File: config.mk
export PLATFORM = sky130hd
export DESIGN_NAME = vlog_sum_acc
export DESIGN_NICKNAME = d
export VERILOG_FILES = /design/src/rtl/vlog_sum_acc.sv
export SDC_FILE = /design/constraint.sdc
export NUM_CORES = 1
export LEC_CHECK = 0
export ABC_AREA = 1
export ABC_CLOCK_PERIOD_IN_PS = 2120
export CAP_MARGIN = 40
export CORE_UTILIZATION = 45
export DETAILED_ROUTE_END_ITERATION = 10
export PLACE_DENSITY_LB_ADDON = 0.05
export SYNTH_ARGS = -nofsm -noshare
export SYNTH_HDL_FRONTEND = slang
export SYNTH_SLANG_ARGS = --single-unit
File: constraint.sdc
create_clock -name clk -period 2.12 [get_ports clk]
set_input_delay 0.318 -clock clk [delete_from_list [all_inputs] [get_ports clk]]
set_output_delay 0.318 -clock clk [all_outputs]
set_load 0.05 [all_outputs]
File: src/rtl/vlog_sum_acc.sv
// Valid/ready accumulator: sums COUNT samples, presents a held result.
// Optional VLOG_SUM_ACC_SATURATE_EN clamps the total instead of wrapping.
module vlog_sum_acc #(
  parameter int WIDTH     = 8,
  parameter int ACC_WIDTH = 16,
  parameter int COUNT     = 4
) (
  input  logic                 clk,
  input  logic                 rst_n,
  input  logic                 start,
  input  logic                 in_valid,
  output logic                 in_ready,
  input  logic [WIDTH-1:0]     in_data,
  output logic                 out_valid,
  input  logic                 out_ready,
  output logic [ACC_WIDTH-1:0] out_sum,
  output logic [7:0]           out_count,
  output logic                 overflow,
  output logic                 busy
);

  typedef enum logic [1:0] {
    IDLE,
    ACC,
    DONE
  } state_t;

  state_t               state;
  logic [ACC_WIDTH-1:0] acc;
  logic [ACC_WIDTH:0]   sum_ext;
  logic [ACC_WIDTH-1:0] acc_nxt;
  logic                 carry;
  logic                 last;
  logic                 take;

  assign sum_ext = {1'b0, acc}
                 + {{(ACC_WIDTH + 1 - WIDTH){1'b0}}, in_data};
  assign carry   = sum_ext[ACC_WIDTH];
  assign take    = in_valid && in_ready;
  assign last    = out_count == 8'(COUNT - 1);

  always_comb begin
    acc_nxt = sum_ext[ACC_WIDTH-1:0];
`ifdef VLOG_SUM_ACC_SATURATE_EN
    if (carry) acc_nxt = '1;
`endif
  end

  always_ff @(posedge clk or negedge rst_n) begin
    if (!rst_n) begin
      state     <= IDLE;
      acc       <= '0;
      in_ready  <= 1'b0;
      out_valid <= 1'b0;
      out_sum   <= '0;
      out_count <= '0;
      overflow  <= 1'b0;
      busy      <= 1'b0;
    end else begin
      unique case (state)
        IDLE: begin
          if (start) begin
            state     <= ACC;
            acc       <= '0;
            out_count <= '0;
            overflow  <= 1'b0;
            in_ready  <= 1'b1;
            busy      <= 1'b1;
          end
        end
        ACC: begin
          if (take) begin
            acc       <= acc_nxt;
            out_count <= out_count + 8'd1;
            if (carry) overflow <= 1'b1;
            if (last) begin
              state     <= DONE;
              in_ready  <= 1'b0;
              out_valid <= 1'b1;
              out_sum   <= acc_nxt;
            end
          end
        end
        DONE: begin
          if (out_ready) begin
            out_valid <= 1'b0;
            // start on the handshake edge skips IDLE entirely
            if (start) begin
              state     <= ACC;
              acc       <= '0;
              out_count <= '0;
              overflow  <= 1'b0;
              in_ready  <= 1'b1;
            end else begin
              state <= IDLE;
              busy  <= 1'b0;
            end
          end
        end
        default: state <= IDLE;
      endcase
    end
  end

endmodule

==> results of run 1 <==
## logic make-up (layout without fill, tap and decap cells)
logic type	count (synthesis)	after routing	share of synthesized area
AOI/OAI and AO/OA	33	33	0.07472
xor gates and xnor gates	7	7	0.02303
adders and majority gates	10	10	0.04981
buffers and inverters	50	98	0.08365
DFF	46	46	0.4323
and+or+nand+nor	209	209	0.3365
## placed cells by master, fill, tap and decap left out, types with 4 or more instances in the layout
cell and instances:
inv_1 41, ha_1 9, xor2_1 6, clkdlybuf4s50_1 39
nor2_1 16, nand4_1 8, clkbuf_8 6, nand2_1 135
buf_4 6, nand3_1 36, a21oi_1 9, o21ai_1 4
o21ai_2 4, o21ai_0 12, dfrtp_1 46
## worst min-delay path by stage
stage / startpoint / to / slack [ns] / cells past startpoint
after floorplan: rst_n / acc[0] / 0.02 / 0
final: rst_n / out_sum[2] / 0.10 / 2
after global routing: rst_n / out_sum[1] / 0.17 / 2
after detailed placement: rst_n / out_sum[2] / 0.45 / 2
after global placement: rst_n / out_sum[1] / 0.45 / 2
after CTS: rst_n / out_sum[2] / 0.13 / 2
## power by group through the flow
stage / logic (mW) / registers (mW) / clock network (mW)
floorplan: 0.701 / 1.45 / 0
finish: 1.36 / 1.18 / 0.567
global placement: 1.36 / 1.19 / 0
detailed placement: 1.37 / 1.20 / 0
CTS: 1.37 / 1.18 / 0.590
global route: 1.54 / 1.21 / 0.628
## worst register-to-register path, stage by stage, from the launching register on
cell and delay, ns:
dfrtp_1 0.40, ha_1 0.21, fa_1 0.38, nand2_1 0.08, nand3_1 0.10, nand3_1 0.09
nand2_1 0.10, or2_2 0.30, nand3_1 0.07, nand2_1 0.05
## flip-flops by register name (all words and copies together), names as in the netlist
register and count:
overflow 1, out_valid 1, in_ready 1, out_sum 16
busy 1, state 2, acc 16, out_count 8
## stage by stage
stage	total power, mW	std cells	worst slack, ns	setup TNS [ns]	hold WS [ns]
6_report	3.113	475	0.1845	0	0.1012
3_5_place_dp	2.566	467	-0.1177	-0.6914	0.4525
3_3_place_gp	2.551	467	-0.08303	-0.3074	0.4525
5_1_grt	3.370	475	0.04290	0	0.1651
4_1_cts	3.144	475	0.1613	0	0.1259
2_1_floorplan	2.154	355	0.2824	0	0.02241
## area by class of cell
cell class,count,area (sq um)
clock inverters,2,12.51
inverters,44,165.2
repair buffers,46,440.4
clock buffers,6,82.58
flip-flops and latches,46,1151
well taps,72,90.09
multi-input cells,259,1289
fillers,548,2377
## synthesized netlist by cell type
library cell / count
a21oi_1: 9
nand3_1: 36
nand3b_1: 3
dfrtp_1: 46
o21ai_1: 4
a21o_1: 1
nor4_1: 1
ha_1: 9
nor2_1: 16
buf_6: 4
nor3_1: 2
fa_1: 1
or2_2: 2
nand2_2: 2
inv_2: 3
nand2_1: 135
xnor2_1: 1
a21oi_4: 1
o21ai_2: 4
and3_1: 1
buf_4: 1
buf_2: 1
nor2_4: 2
inv_1: 41
and2_1: 1
nand4_1: 8
o31ai_1: 1
o21ai_0: 12
xor2_1: 6
a21boi_0: 1
## metal layers
layer  GRT usage  routed length [microns]
met2      0.3557                     2632
met5           0                        0
met3     0.03908                      229
met1      0.3059                     3142
met4     0.04909                       63
==> flow_summary.toml, run 1 <==
[synth]
avgSynthCellArea_sq_um = 7.500
ys_top_cells_by_area = "dfrtp_1, nand2_1, nand3_1, inv_1, ha_1"
yosysSeqAreaShare = 0.4323
yosys_register_bits = 46
netlist_instances = 355
synth.net_count = 378
synth_cell_types = 30
yosys_warnings = 0
yosysTopAreaCell = "dfrtp_1"
synth_top_area_share = 0.4323
netlist_area_sq_um = 2663

[power]
leakagePower_nw = 1.717
power_switching_mw = 1.330
peakVddDrop_mv = 0.4591
p_comb_frac = 0.438
p_int_mw = 1.783
power.density_nw_per_um2 = 963.6
seq_power_share = 0.380
power_frac_clock = 0.182
p_sw_frac = 0.4273

[detailed_routing]
drt-vias-per-instance = 4.922
drt_pass1_iterations = 4
vias = 2338
ant_nets = 0
drt-total-wl_mm = 6.066
drc_errors = 0
drt_iter0_drc = 155
wl_per_cell_microns = 12.77

[worst_setup_path]
worstPathRequired_ns = 1.80
critPathArrivalTime_ns = 1.62
crit_end = "out_count[5]"
slowest_stage = "clkdlybuf4s50_1"
path_buf_inv = 1
start_kind = "register"
path_cells = "clkdlybuf4s50_1"
crit_path_start = "out_count[5]"
reg2reg_to = "acc[6]"
critical-path-top-delay-family = "buffers and inverters"
critPathMaxFanout = 6
r2r_setup_slack_ns = 0.25
r2r_start = "acc[0]"
worstSetupPathType = "reg2out"
slowest_delay_ns = 0.85
end_kind = "primary output"
rr_worst_depth = 9
path_depth = 1

[timing]
slew_violations = 0
tightest_slew_ns = 0.5981
relSlewSlack = 0.6013
setup_viol = 0
max_freq_ghz = 0.5167
fin_skew_ns = 0.003738
min_period_ns = 1.935
fin_crit_sh = 0.9130
rsz0062_at_grt = "no"
hold_viol_final = 0

[cts]
ctsHtreeMaxLevel = 2
clockBufferDepth = 2
clock_sinks = 46
post_cts_buffers = 0
cts_buffers = 5
root_buffer = "clkbuf_8"
clk_pin_slew_worst_paths_ns = 0.09
cts_tree = "done"
hold_buffers = 0
insertion_delay_ns = 0.29
post_cts_resized = 0

[status]
status = "completed"

[floorplan]
die_height_microns = 78.92
rows = 27
ioPinCount = 41
dieArea_sq_um = 6228
die_w_microns = 78.92
start_util = 0.4748
core_sq_um = 5608

[global_route]
grt_pass1_vias = 2282
grt_util_all_layers = 0.2193
grt_pass1_wl_mm = 10.62
antenna_found_initial = 0
grt_max_degree = 47
grt_remaining_overflow = 0

[layout]
antenna_cells = 0
post-route-util = 0.5761
final_area_sq_um = 3231
final_nets = 425
drive_gt1_frac = 0.07196
area_growth_pct = 21.33

[placed_design]
dp_hpwl_mm = 4.336
io_buffers = 40
gp_congestion = 0.8960
placed_area_sq_um = 3136

[flow_run]
cap_violations = 0

[worst_hold_path]
min_path_type = "in2async"
Power figures use the tool's default switching activity.
==> run 2, diff against run 1 <==
CAP_MARGIN = default   (was 40)
==> results of run 2 <==
The final DEF is identical to that of run 1; final timing and power are the same.
